==> src/rtl/tiny_proc_pkg.sv <==
// Shared definitions for the tiny processor and its program loader:
// data/instruction width, instruction memory depth, a constant-safe
// ceiling-log2 helper and the loader state encoding.
package tiny_proc_pkg;

  localparam int INST_W  = 8;
  localparam int IMEM_SZ = 16;

  // Ceiling log2, usable in parameter expressions (clog2(1) = 0)
  function automatic int clog2(input int value);
    int result;
    int rem;
    result = 0;
    rem    = value - 1;
    while (rem > 0) begin
      result = result + 1;
      rem    = rem >> 1;
    end
    return result;
  endfunction

  typedef enum logic [2:0] {
    SETTLE = 3'd0,
    LOAD   = 3'd1,
    CHECK  = 3'd2,
    RUN    = 3'd3,
    ERROR  = 3'd4
  } loader_state_e;

endpackage

==> src/rtl/sync_edge.sv <==
// Multi-flop synchronizer for one asynchronous pin, followed by a delay
// flop so that rising and falling edges of the synchronized level can be
// detected without reading the metastable first stage.
module sync_edge #(
  parameter int SYNC_STAGES = 2
) (
  input  logic clk,
  input  logic rst_n,
  input  logic pin,
  output logic level,
  output logic rise,
  output logic fall
);

  logic [SYNC_STAGES-1:0] sync_r;
  logic                   dly_r;

  // Shift the pin through the synchronizer chain and keep one delayed copy of the settled level
  always_ff @(posedge clk or negedge rst_n) begin
    if (!rst_n) begin
      sync_r <= '0;
      dly_r  <= 1'b0;
    end else begin
      sync_r <= {sync_r[SYNC_STAGES-2:0], pin};
      dly_r  <= sync_r[SYNC_STAGES-1];
    end
  end

  assign level = sync_r[SYNC_STAGES-1];
  assign rise  = sync_r[SYNC_STAGES-1] & ~dly_r;
  assign fall  = ~sync_r[SYNC_STAGES-1] & dly_r;

endmodule

==> src/rtl/imem_loader.sv <==
// Program loader in front of the processor core. Receives IMEM_SZ bytes
// plus an XOR checksum over a strobed byte bus, writes the bytes into
// instruction memory, holds the core while loading and releases it with a
// one-cycle restart pulse once the checksum matches.
module imem_loader #(
  parameter int  INST_W      = tiny_proc_pkg::INST_W,
  parameter int  IMEM_SZ     = tiny_proc_pkg::IMEM_SZ,
  parameter int  SYNC_STAGES = 2,
  localparam int ADDR_W      = tiny_proc_pkg::clog2(IMEM_SZ)
) (
  input  logic              clk,
  input  logic              rst_n,
  input  logic              load_req_in,
  input  logic              strobe_in,
  input  logic [INST_W-1:0] data_in,
  output logic              wr_en_out,
  output logic [ADDR_W-1:0] wr_addr_out,
  output logic [INST_W-1:0] wr_data_out,
  output logic              core_run_out,
  output logic              core_restart_out,
  output logic              busy_out,
  output logic              err_out
);

  import tiny_proc_pkg::*;

  // Settle counter must reach SYNC_STAGES+1 so the request level is trustworthy
  localparam int                SETTLE_W    = clog2(SYNC_STAGES + 2);
  localparam logic [SETTLE_W-1:0] SETTLE_LAST = SETTLE_W'(SYNC_STAGES + 1);
  localparam logic [ADDR_W-1:0]   ADDR_LAST   = ADDR_W'(IMEM_SZ - 1);

  loader_state_e       state_r;
  logic [SETTLE_W-1:0] settle_cnt_r;
  logic [ADDR_W-1:0]   cnt_r;
  logic [INST_W-1:0]   csum_r;

  logic req_level_s;
  logic req_rise_s;
  logic req_fall_s;
  logic stb_level_s;
  logic stb_rise_s;
  logic stb_fall_s;
  logic unused_ok_s;

  sync_edge #(
    .SYNC_STAGES (SYNC_STAGES)
  ) u_req_sync (
    .clk   (clk),
    .rst_n (rst_n),
    .pin   (load_req_in),
    .level (req_level_s),
    .rise  (req_rise_s),
    .fall  (req_fall_s)
  );

  sync_edge #(
    .SYNC_STAGES (SYNC_STAGES)
  ) u_stb_sync (
    .clk   (clk),
    .rst_n (rst_n),
    .pin   (strobe_in),
    .level (stb_level_s),
    .rise  (stb_rise_s),
    .fall  (stb_fall_s)
  );

  // Only the strobe rising edge matters; its level and falling edge are intentionally dropped
  assign unused_ok_s = &{1'b0, stb_level_s, stb_fall_s};

  // Loader FSM with settle counter, address/checksum registers and registered core-facing outputs
  always_ff @(posedge clk or negedge rst_n) begin
    if (!rst_n) begin
      state_r          <= SETTLE;
      settle_cnt_r     <= '0;
      cnt_r            <= '0;
      csum_r           <= '0;
      wr_en_out        <= 1'b0;
      wr_addr_out      <= '0;
      wr_data_out      <= '0;
      core_run_out     <= 1'b0;
      core_restart_out <= 1'b0;
      busy_out         <= 1'b0;
      err_out          <= 1'b0;
    end else begin
      wr_en_out        <= 1'b0;
      core_restart_out <= 1'b0;
      case (state_r)
        SETTLE: begin
          if (settle_cnt_r == SETTLE_LAST) begin
            if (req_level_s) begin
              state_r  <= LOAD;
              cnt_r    <= '0;
              csum_r   <= '0;
              busy_out <= 1'b1;
            end else begin
              state_r          <= RUN;
              core_run_out     <= 1'b1;
              core_restart_out <= 1'b1;
            end
          end else begin
            settle_cnt_r <= settle_cnt_r + SETTLE_W'(1);
          end
        end

        LOAD: begin
          if (req_fall_s) begin
            // Abort wins over a coincident strobe; bytes already written stay
            state_r  <= ERROR;
            busy_out <= 1'b0;
            err_out  <= 1'b1;
          end else if (stb_rise_s) begin
            wr_en_out   <= 1'b1;
            wr_addr_out <= cnt_r;
            wr_data_out <= data_in;
            csum_r      <= csum_r ^ data_in;
            if (cnt_r == ADDR_LAST) begin
              state_r <= CHECK;
            end else begin
              cnt_r <= cnt_r + ADDR_W'(1);
            end
          end else begin
            state_r <= LOAD;
          end
        end

        CHECK: begin
          if (req_fall_s) begin
            state_r  <= ERROR;
            busy_out <= 1'b0;
            err_out  <= 1'b1;
          end else if (stb_rise_s) begin
            busy_out <= 1'b0;
            if (data_in == csum_r) begin
              state_r          <= RUN;
              core_run_out     <= 1'b1;
              core_restart_out <= 1'b1;
            end else begin
              state_r <= ERROR;
              err_out <= 1'b1;
            end
          end else begin
            state_r <= CHECK;
          end
        end

        RUN: begin
          // Strobes are ignored here; a new request edge starts a fresh load
          if (req_rise_s) begin
            state_r      <= LOAD;
            cnt_r        <= '0;
            csum_r       <= '0;
            core_run_out <= 1'b0;
            busy_out     <= 1'b1;
          end else begin
            state_r <= RUN;
          end
        end

        ERROR: begin
          if (req_rise_s) begin
            state_r  <= LOAD;
            cnt_r    <= '0;
            csum_r   <= '0;
            err_out  <= 1'b0;
            busy_out <= 1'b1;
          end else begin
            state_r <= ERROR;
          end
        end

        default: begin
          // Illegal encoding: hold the core and restart the settle sequence
          state_r          <= SETTLE;
          settle_cnt_r     <= '0;
          cnt_r            <= '0;
          csum_r           <= '0;
          core_run_out     <= 1'b0;
          busy_out         <= 1'b0;
          err_out          <= 1'b0;
        end
      endcase
    end
  end

endmodule

==> config.mk <==
export PLATFORM = sky130hd
export DESIGN_NAME = imem_loader
export DESIGN_NICKNAME = d
export VERILOG_FILES = /design/src/rtl/tiny_proc_pkg.sv /design/src/rtl/sync_edge.sv /design/src/rtl/imem_loader.sv
export SDC_FILE = /design/constraint.sdc
export NUM_CORES = 1
export LEC_CHECK = 0
export CAP_MARGIN = 10
export CORE_UTILIZATION = 54
export CTS_CLUSTER_SIZE = 14
export DETAILED_ROUTE_END_ITERATION = 6
export HOLD_SLACK_MARGIN = 0.05
export PLACE_DENSITY = 0.89
export SYNTH_ARGS = -nofsm -noshare
export SYNTH_HDL_FRONTEND = slang
export SYNTH_SLANG_ARGS = --single-unit
==> constraint.sdc <==
create_clock -name clk -period 1.85 [get_ports clk]
set_input_delay 0.37 -clock clk [delete_from_list [all_inputs] [get_ports clk]]
set_output_delay 0.37 -clock clk [all_outputs]
set_load 0.01 [all_outputs]
# == Word-level counts from Yosys, hierarchy flattened ==
# Index checks and enable logic that the tools add are counted.
# totals
output_inout_bits,17
regBits,40
input_bits,12
word_cells,120
# op_classes
n_bitwise,12
n_reduce_logical,13
addsub,2
muxes,54
n_eq_ne,24
# ops
operator,n
2-to-1 mux 8 bit,5
case mux 8 bit (4 select lines),1
2-to-1 mux 1 bit,24
2-to-1 mux 3 bit,8
2-to-1 mux 4 bit,6
"inequality test 2 bit, second input constant",12
case mux 4 bit (4 select lines),1
case mux 3 bit (5 select lines),1
AND reduction 7 bit,2
case mux 1 bit (4 select lines),3
AND reduction 5 bit,2
== test 8 bit,1
inverter 1 bit,8
XOR 8 bit,1
"== test 3 x 2 -> 1 bit, second input constant",2
2-to-1 mux 2 bit,3
"inequality test 3 bit, second input constant",2
AND reduction 6 bit,1
OR reduction 2 bit,3
"adder 4 x 1 -> 4 bit, second input constant",1
"== test 4 bit, second input constant",1
"inequality test 2 x 1 -> 1 bit, second input constant",2
"inequality test 4 bit, second input constant",1
case mux 2 bit (2 select lines),1
10 further kinds,13

# == Logic depth before layout (Yosys ltp) ==
# Gate-level depths: netlist (run 1).
# logic_depth
depth_word,5
depth_mapped,7

# == Modules after synthesis ==
# From an unflattened synthesis (run 1), not the netlist that was laid out.
# hier_totals
cells_unflattened,194
area_unflattened_um2,2067.0
# by_module_without_submodules
mod,cells_per_inst,instances,seq_area_each_um2,area_per_inst_um2
imem_loader,184,1,850.8,1886.8
sync_edge,5,2,75.1,90.1

# == Worst setup path before layout (run 1) ==
# No wires, ideal clock.
# synth_path
path_kind,reg-to-reg
from,register state_r[2]
to,register wr_addr_out[0]
period_less_slack_ns,1.662
arrival_ns,1.535
path_stages_with_launch,7
slack_ns,0.188
setup_ns,0.128
n_path_buf,2
path_cell_list,dfrtp_1 buf_2 nor2b_2 nand2_2 nor3_4 buf_4 mux2_1
# synth_via
elab_chain_cells,2
# synth_rtl
element,line_no,source
from (decl),imem_loader.sv:32,loader_state_e state_r;
from (signal assigned),imem_loader.sv:73,state_r <= SETTLE;
from (signal assigned),imem_loader.sv:91,state_r <= LOAD;
from (signal assigned),imem_loader.sv:96,state_r <= RUN;
== test 3 x 1 -> 1 bit,imem_loader.sv:87,case (state_r)
AND reduction 3 bit (no line),-,
to (signal assigned),imem_loader.sv:113,wr_addr_out <= cnt_r;
to (decl),imem_loader.sv:17,"output logic [ADDR_W-1:0] wr_addr_out,"
# No other way between the ends.
# A chain may end at the register's enable or synchronous reset.

# == Final worst setup path (run 1) ==
# layout_path
from,register u_req_sync.dly_r
to,register csum_r[5]
# layout_via
elab_chain_cells,4
word_cells_on_any_way,6
# layout_rtl
element,line_no,source
from (decl),sync_edge.sv:16,logic dly_r;
from (signal assigned),sync_edge.sv:25,dly_r <= sync_r[SYNC_STAGES-1];
inverter 1 bit,sync_edge.sv:30,assign rise = sync_r[SYNC_STAGES-1] & ~dly_r;
AND 1 bit,sync_edge.sv:30,
inequality test 2 x 1 -> 1 bit (no line),-,
AND reduction 6 bit (no line) (*),-,
to (signal assigned),imem_loader.sv:115,csum_r <= csum_r ^ data_in;
to (decl),imem_loader.sv:35,logic [INST_W-1:0] csum_r;
# Every way passes the cells marked *; elsewhere a longest branch is shown, timed or not.

==> results of run 1 <==
## power by group through the flow
stage / Sequential, mW / Combinational, mW / Clock [mW]
final: 1.43 / 1.92 / 0.593
after global routing: 1.47 / 2.09 / 0.629
after CTS: 1.43 / 1.92 / 0.600
after detailed placement: 1.44 / 1.88 / 0
after global placement: 1.42 / 1.84 / 0
after floorplan: 1.43 / 1.25 / 0
## cell usage after synthesis, types with 2 or more instances
library cell | count | area share (%)
a21oi_1 | 24 | 5.9
a22o_1 | 2 | 0.86
a31oi_1 | 2 | 0.62
and2b_4 | 2 | 0.99
buf_2 | 2 | 0.49
buf_4 | 3 | 1.1
buf_6 | 2 | 1.1
dfrtp_1 | 40 | 49
ha_1 | 2 | 1.2
inv_1 | 2 | 0.37
mux2_1 | 11 | 6.1
nand2_1 | 8 | 1.5
nand2b_1 | 7 | 2.2
nand3_1 | 4 | 0.99
nand4_1 | 2 | 0.62
nor2_1 | 8 | 1.5
nor2b_1 | 2 | 0.62
nor3_1 | 3 | 0.74
nor3_4 | 2 | 1.6
o211ai_1 | 2 | 0.74
o21a_1 | 8 | 3.0
o21ai_0 | 9 | 2.2
o21ai_1 | 4 | 0.99
xnor2_1 | 7 | 3.0
## sequential cells by signal, indices dropped and copies added, names as in the netlist
register           flops
wr_addr_out            4
settle_cnt_r           2
wr_data_out            8
u_req_sync.dly_r       1
core_run_out           1
wr_en_out              1
err_out                1
busy_out               1
core_restart_out       1
state_r                3
csum_r                 8
u_req_sync.sync_r      2
u_stb_sync.sync_r      2
u_stb_sync.dly_r       1
cnt_r                  4
## per-stage QoR
step,area [um^2],setup TNS [ps],power (mW)
floorplan,2030,0,2.69
global placement,2450,-332,3.26
detailed placement,2450,-473,3.33
CTS,2550,0,3.95
global route,2550,0,4.19
finish,2550,0,3.94
## metal layers
layer	track usage, %	part of all wire, %	vias to the layer above
met5	0	0	-
met4	9.38	1.3	0
met3	4.35	4.5	7
met2	38.8	50	51
met1	30.4	44	777
li1	-	-	758
## what timing repair did
| item | 4_1_cts | 5_1_grt |
|---|---|---|
| setup endpoints to repair | 0 | 1 |
| endpoints found under the hold margin | 20 | 0 |
| hold buffers | 1 | 0 |
## final cells by class
type,count,area (um^2)
sequential,40,1000
multi-input combinational,133,956
fill,249,922
timing repair buffer,45,430
clock buffer,8,90.1
tap,46,57.6
inverter,3,11.3
## path summary, 6_finish.rpt
kind,from,endpoint
max in group asynchronous,rst_n,wr_data_out[2]
worst min register to register,u_req_sync.sync_r[0],u_req_sync.sync_r[1]
worst min-delay path,u_req_sync.sync_r[0],u_req_sync.sync_r[1]
worst max register to register,u_req_sync.dly_r,csum_r[5]
min in group asynchronous,rst_n,wr_data_out[1]
worst max-delay path,u_req_sync.dly_r,csum_r[5]
## cell families (layout without fill, tap and decap cells)
| group | count (synthesis) | in the layout |
|---|---|---|
| XOR/XNOR | 8 | 8 |
| buffers and inverters | 11 | 56 |
| adder cells (fa/ha/maj) | 2 | 2 |
| AO/OA/AOI/OAI | 62 | 62 |
| flip-flops | 40 | 40 |
| multiplexers | 13 | 13 |
| AND/OR/NAND/NOR | 48 | 48 |
==> flow_summary.ini, run 1 <==
[synth]
ys_types = 50
ys_async_sr_fraction_pct = 100
syn-cell-area_um2 = 2030
synthesis.nets = 198
synth_compound_area_share_pct = 20.0
ys_seq_elements = 40
synthSimpleGateAreaFrac_pct = 15.1
synth_top_family_by_area = compound AO/OA/AOI/OAI gates
synth_fa_ha_area_share_pct = 1.23
ys_seq_area_share_pct = 49.4
synth_edf_count = 0
synth_area_per_cell_um2 = 11.0
synthMuxAreaShare_pct = 7.35
yosysWarnings = 0
synthXorXnorAreaFrac_pct = 3.46
postSynthCellCount = 184
synthFlopType = dfrtp_1

[clock_tree]
clock_sinks = 40
clock_path_buffers = 2
clockRootBuffer = clkbuf_8
clk_latency_ps = 290
cts_tree = done
cts_setup_buffers = 0
cts.repair.resized = 0
cts.clk_slew.worst_paths_ps = 70
cts_buffers = 5
cts_max_level = 2

[setup_path]
cp-end-kind = flip-flop
path_class = flip-flop to flip-flop
cp.arrival_ps = 1930
cp.required_ps = 2030
r2r_slack_ps = 90
worstPathMaxFanout = 12
critical_path.max_stage_delay_ps = 420
crit_buf_inv = 1
cp.depth = 6
path_delay_family = compound AO/OA/AOI/OAI gates
cp-start-kind = flip-flop
crit_path_top_delay_cell = dfrtp_1
reg2reg_depth = 6
critical_path.cell_chain = and2b_4 > a21oi_2 > a221oi_4 > buf_4 > o21a_1 > a21oi_1

[place]
place_hpwl_mm = 2.96
dpl.cell_count = 266
routabilityCongestion = 0.898
io_buffers = 28
place_ws_ps = -177

[final_layout]
layout-drive-gt1-share_pct = 15.7
finish.utilization_pct = 73.4
layout.cells.most_common_list = dfrtp_1, clkdlybuf4s50_1, a21oi_1
num-nets-final = 242
diodes = 0
area_growth_pct = 25.6
final_common_cell = dfrtp_1
fin_cells = 275

[global_route]
grt_usage_pct = 23.5
grt_pass1_vias = 1538
grt_pass1_wl_mm = 7.18
gr-total-overflow = 0
antenna_found_initial = 0
grt_max_degree = 22

[detailed_routing]
via_per_inst = 5.79
drt-initial-drc-count = 93
vias = 1593
drtPass1Iterations = 4
drt_wl_total_mm = 4.24
drc_errors = 0
post_drt_wl_per_cell_um = 15.4
ant_nets = 0

[timing]
worstMarginPinSlew_ps = 474
whs_ps = 353
rsz0062_at_grt = false
fmax_ghz = 0.569
layout_min_cycle_time_ps = 1760
fin_skew_ps = 3.26
hold_violations = 0
relSlewSlack_pct = 68.4
setup_violations = 0
maxSlewViolCount = 0
min_period_over_period_pct = 95.0
setup_ws_ps = 92.8

[pwr]
p_per_area_nw_per_um2 = 1550
power_frac_clock_pct = 15.0
p_sw_share_pct = 38.1
intPower_mw = 2.44
p_seq_share_pct = 36.3
switchingPower_mw = 1.50
power_frac_comb_pct = 48.7
p_leak_nw = 1.09
ir_worst_vdd_mv = 0.774

[floorplanning]
dieArea_um2 = 4000
die_w_um = 63.3
ios = 29
start_util_pct = 58.4
num_rows = 21
core_um2 = 3470
dieHeight_um = 63.3

[hold_path]
whs_path_depth = 0
hold_class = flip-flop to flip-flop

[run]
drv_cap = 0

[outcome]
outcome = complete, no violations
Power figures use the tool's default switching activity.
==> run 2, diff against run 1 <==
REMOVE_ABC_BUFFERS = 1   (was default)
==> flow_summary.ini, run 2 (synthesis gave the netlist of run 1 again) <==
[timing]
setup_violations = 0
fmax_ghz = 0.574
hold_violations = 0
setup_tns_ps = 0
maxSlewViolCount = 0
layout_min_cycle_time_ps = 1740
relSlewSlack_pct = 67.6
fin_skew_ps = 6.47
min_period_over_period_pct = 94.1
rsz0062_at_grt = false
setup_ws_ps = 108
worstMarginPinSlew_ps = 486

[place]
place_hpwl_mm = 2.88
place_ws_ps = -173
routabilityCongestion = 0.915
io_buffers = 28

[clock_tree]
clockRootBuffer = clkbuf_8
cts_max_level = 2
clk_latency_ps = 300
clock_path_buffers = 2
cts_buffers = 5
cts.clk_slew.worst_paths_ps = 70
cts_tree = done
clock_sinks = 40
hold_buffers = 0

[hold_path]
hold_class = input pin to async pin

[setup_path]
critical_path.cell_chain = and2b_4 > a21oi_2 > a221oi_4 > buf_6 > a41oi_1 > a21oi_1
crit_path_top_delay_cell = dfrtp_1
path_delay_family = compound AO/OA/AOI/OAI gates
critical_path.max_stage_delay_ps = 420
cp-start-kind = flip-flop
cp.required_ps = 2070
cp.arrival_ps = 1960
worstPathMaxFanout = 12
r2r_slack_ps = 110
crit_buf_inv = 1
cp-end-kind = flip-flop
path_class = flip-flop to flip-flop

[detailed_routing]
drt_wl_total_mm = 4.10
drc_errors = 0
drtPass1Iterations = 4
via_per_inst = 5.73
post_drt_wl_per_cell_um = 14.8
drt-initial-drc-count = 97
vias = 1588
ant_nets = 0

[floorplanning]
start_util_pct = 58.4
die_w_um = 63.3
dieArea_um2 = 4000
num_rows = 21
ios = 29
dieHeight_um = 63.3
core_um2 = 3470

[final_layout]
layout.cells.most_common_list = dfrtp_1, clkdlybuf4s50_1, a21oi_1
num-nets-final = 244
layout-drive-gt1-share_pct = 17.7
diodes = 0
final_common_cell = dfrtp_1
n_fill_cell = 246
largestRegisters = csum_r (8), wr_data_out (8)
area_growth_pct = 26.0
finish.utilization_pct = 73.7

[global_route]
grt_max_degree = 41
grt_pass1_vias = 1542
gr-total-overflow = 0
antenna_found_initial = 0
grt_pass1_wl_mm = 6.87
grt_usage_pct = 22.6

[pwr]
p_per_area_nw_per_um2 = 1560
p_leak_nw = 1.09
power_mw = 3.98
ir_worst_vdd_mv = 0.863

[run]
drv_cap = 0

[outcome]
outcome = complete, no violations
run 2: cell types whose count changed in the layout (fill, tap and decap cells not counted), sizes merged:
| cell | before | now |
|---|---|---|
| buf | 17 | 20 |
| clkbuf | 8 | 7 |
| clkinvlp | 0 | 1 |
| dlygate4sd3 | 1 | 0 |
run 2: per-layer routing:
| metal | track usage (%) | vias up | part of all wire (%) |
|---|---|---|---|
| met5 | 0 | - | 0 |
| met4 | 11.1 | 0 | 1.9 |
| met2 | 36.7 | 60 | 50 |
| li1 | - | 764 | - |
| met3 | 3.26 | 8 | 6.8 |
| met1 | 29.5 | 756 | 41 |
run 2: worst paths after layout:
check                                        to            startpoint  cells past startpoint
max                                    cnt_r[3]      u_req_sync.dly_r                      6
max reg2reg                            cnt_r[3]      u_req_sync.dly_r                      6
max in group asynchronous            state_r[2]                 rst_n                      2
min reg2reg                u_req_sync.sync_r[1]  u_req_sync.sync_r[0]                      0
min                              wr_addr_out[3]                 rst_n                      2
min in group clk           u_req_sync.sync_r[1]  u_req_sync.sync_r[0]                      0
run 2: power by group:
group	switching, mW	internal (mW)
clock	0.305	0.303
sequential	0.279	1.17
combinational	0.928	0.991
total	1.51	2.47
run 2: area by class of cell:
cell class                 instances  area (um^2)  share of cell area, %
inverter                           3         11.3                  0.441
sequential                        40         1000                   39.2
clock buffer                       7         86.3                   3.38
multi-input combinational        133          956                   37.4
clock inverter                     1         7.51                  0.294
timing repair buffer              47          434                   17.0
tap                               46         57.6                   2.25
run 2: stage by stage:
stage	hold WS, ps	instances	cell area [um^2]
floorplan	74.4	176	1970
global placement	333	269	2460
detailed placement	335	269	2460
CTS	139	277	2550
global route	175	277	2550
finish	120	277	2550
run 2: what timing repair did:
item | in CTS | in global routing
resized for setup | 0 | 2
setup buffers | 0 | 0
endpoints found under the setup margin | 0 | 18
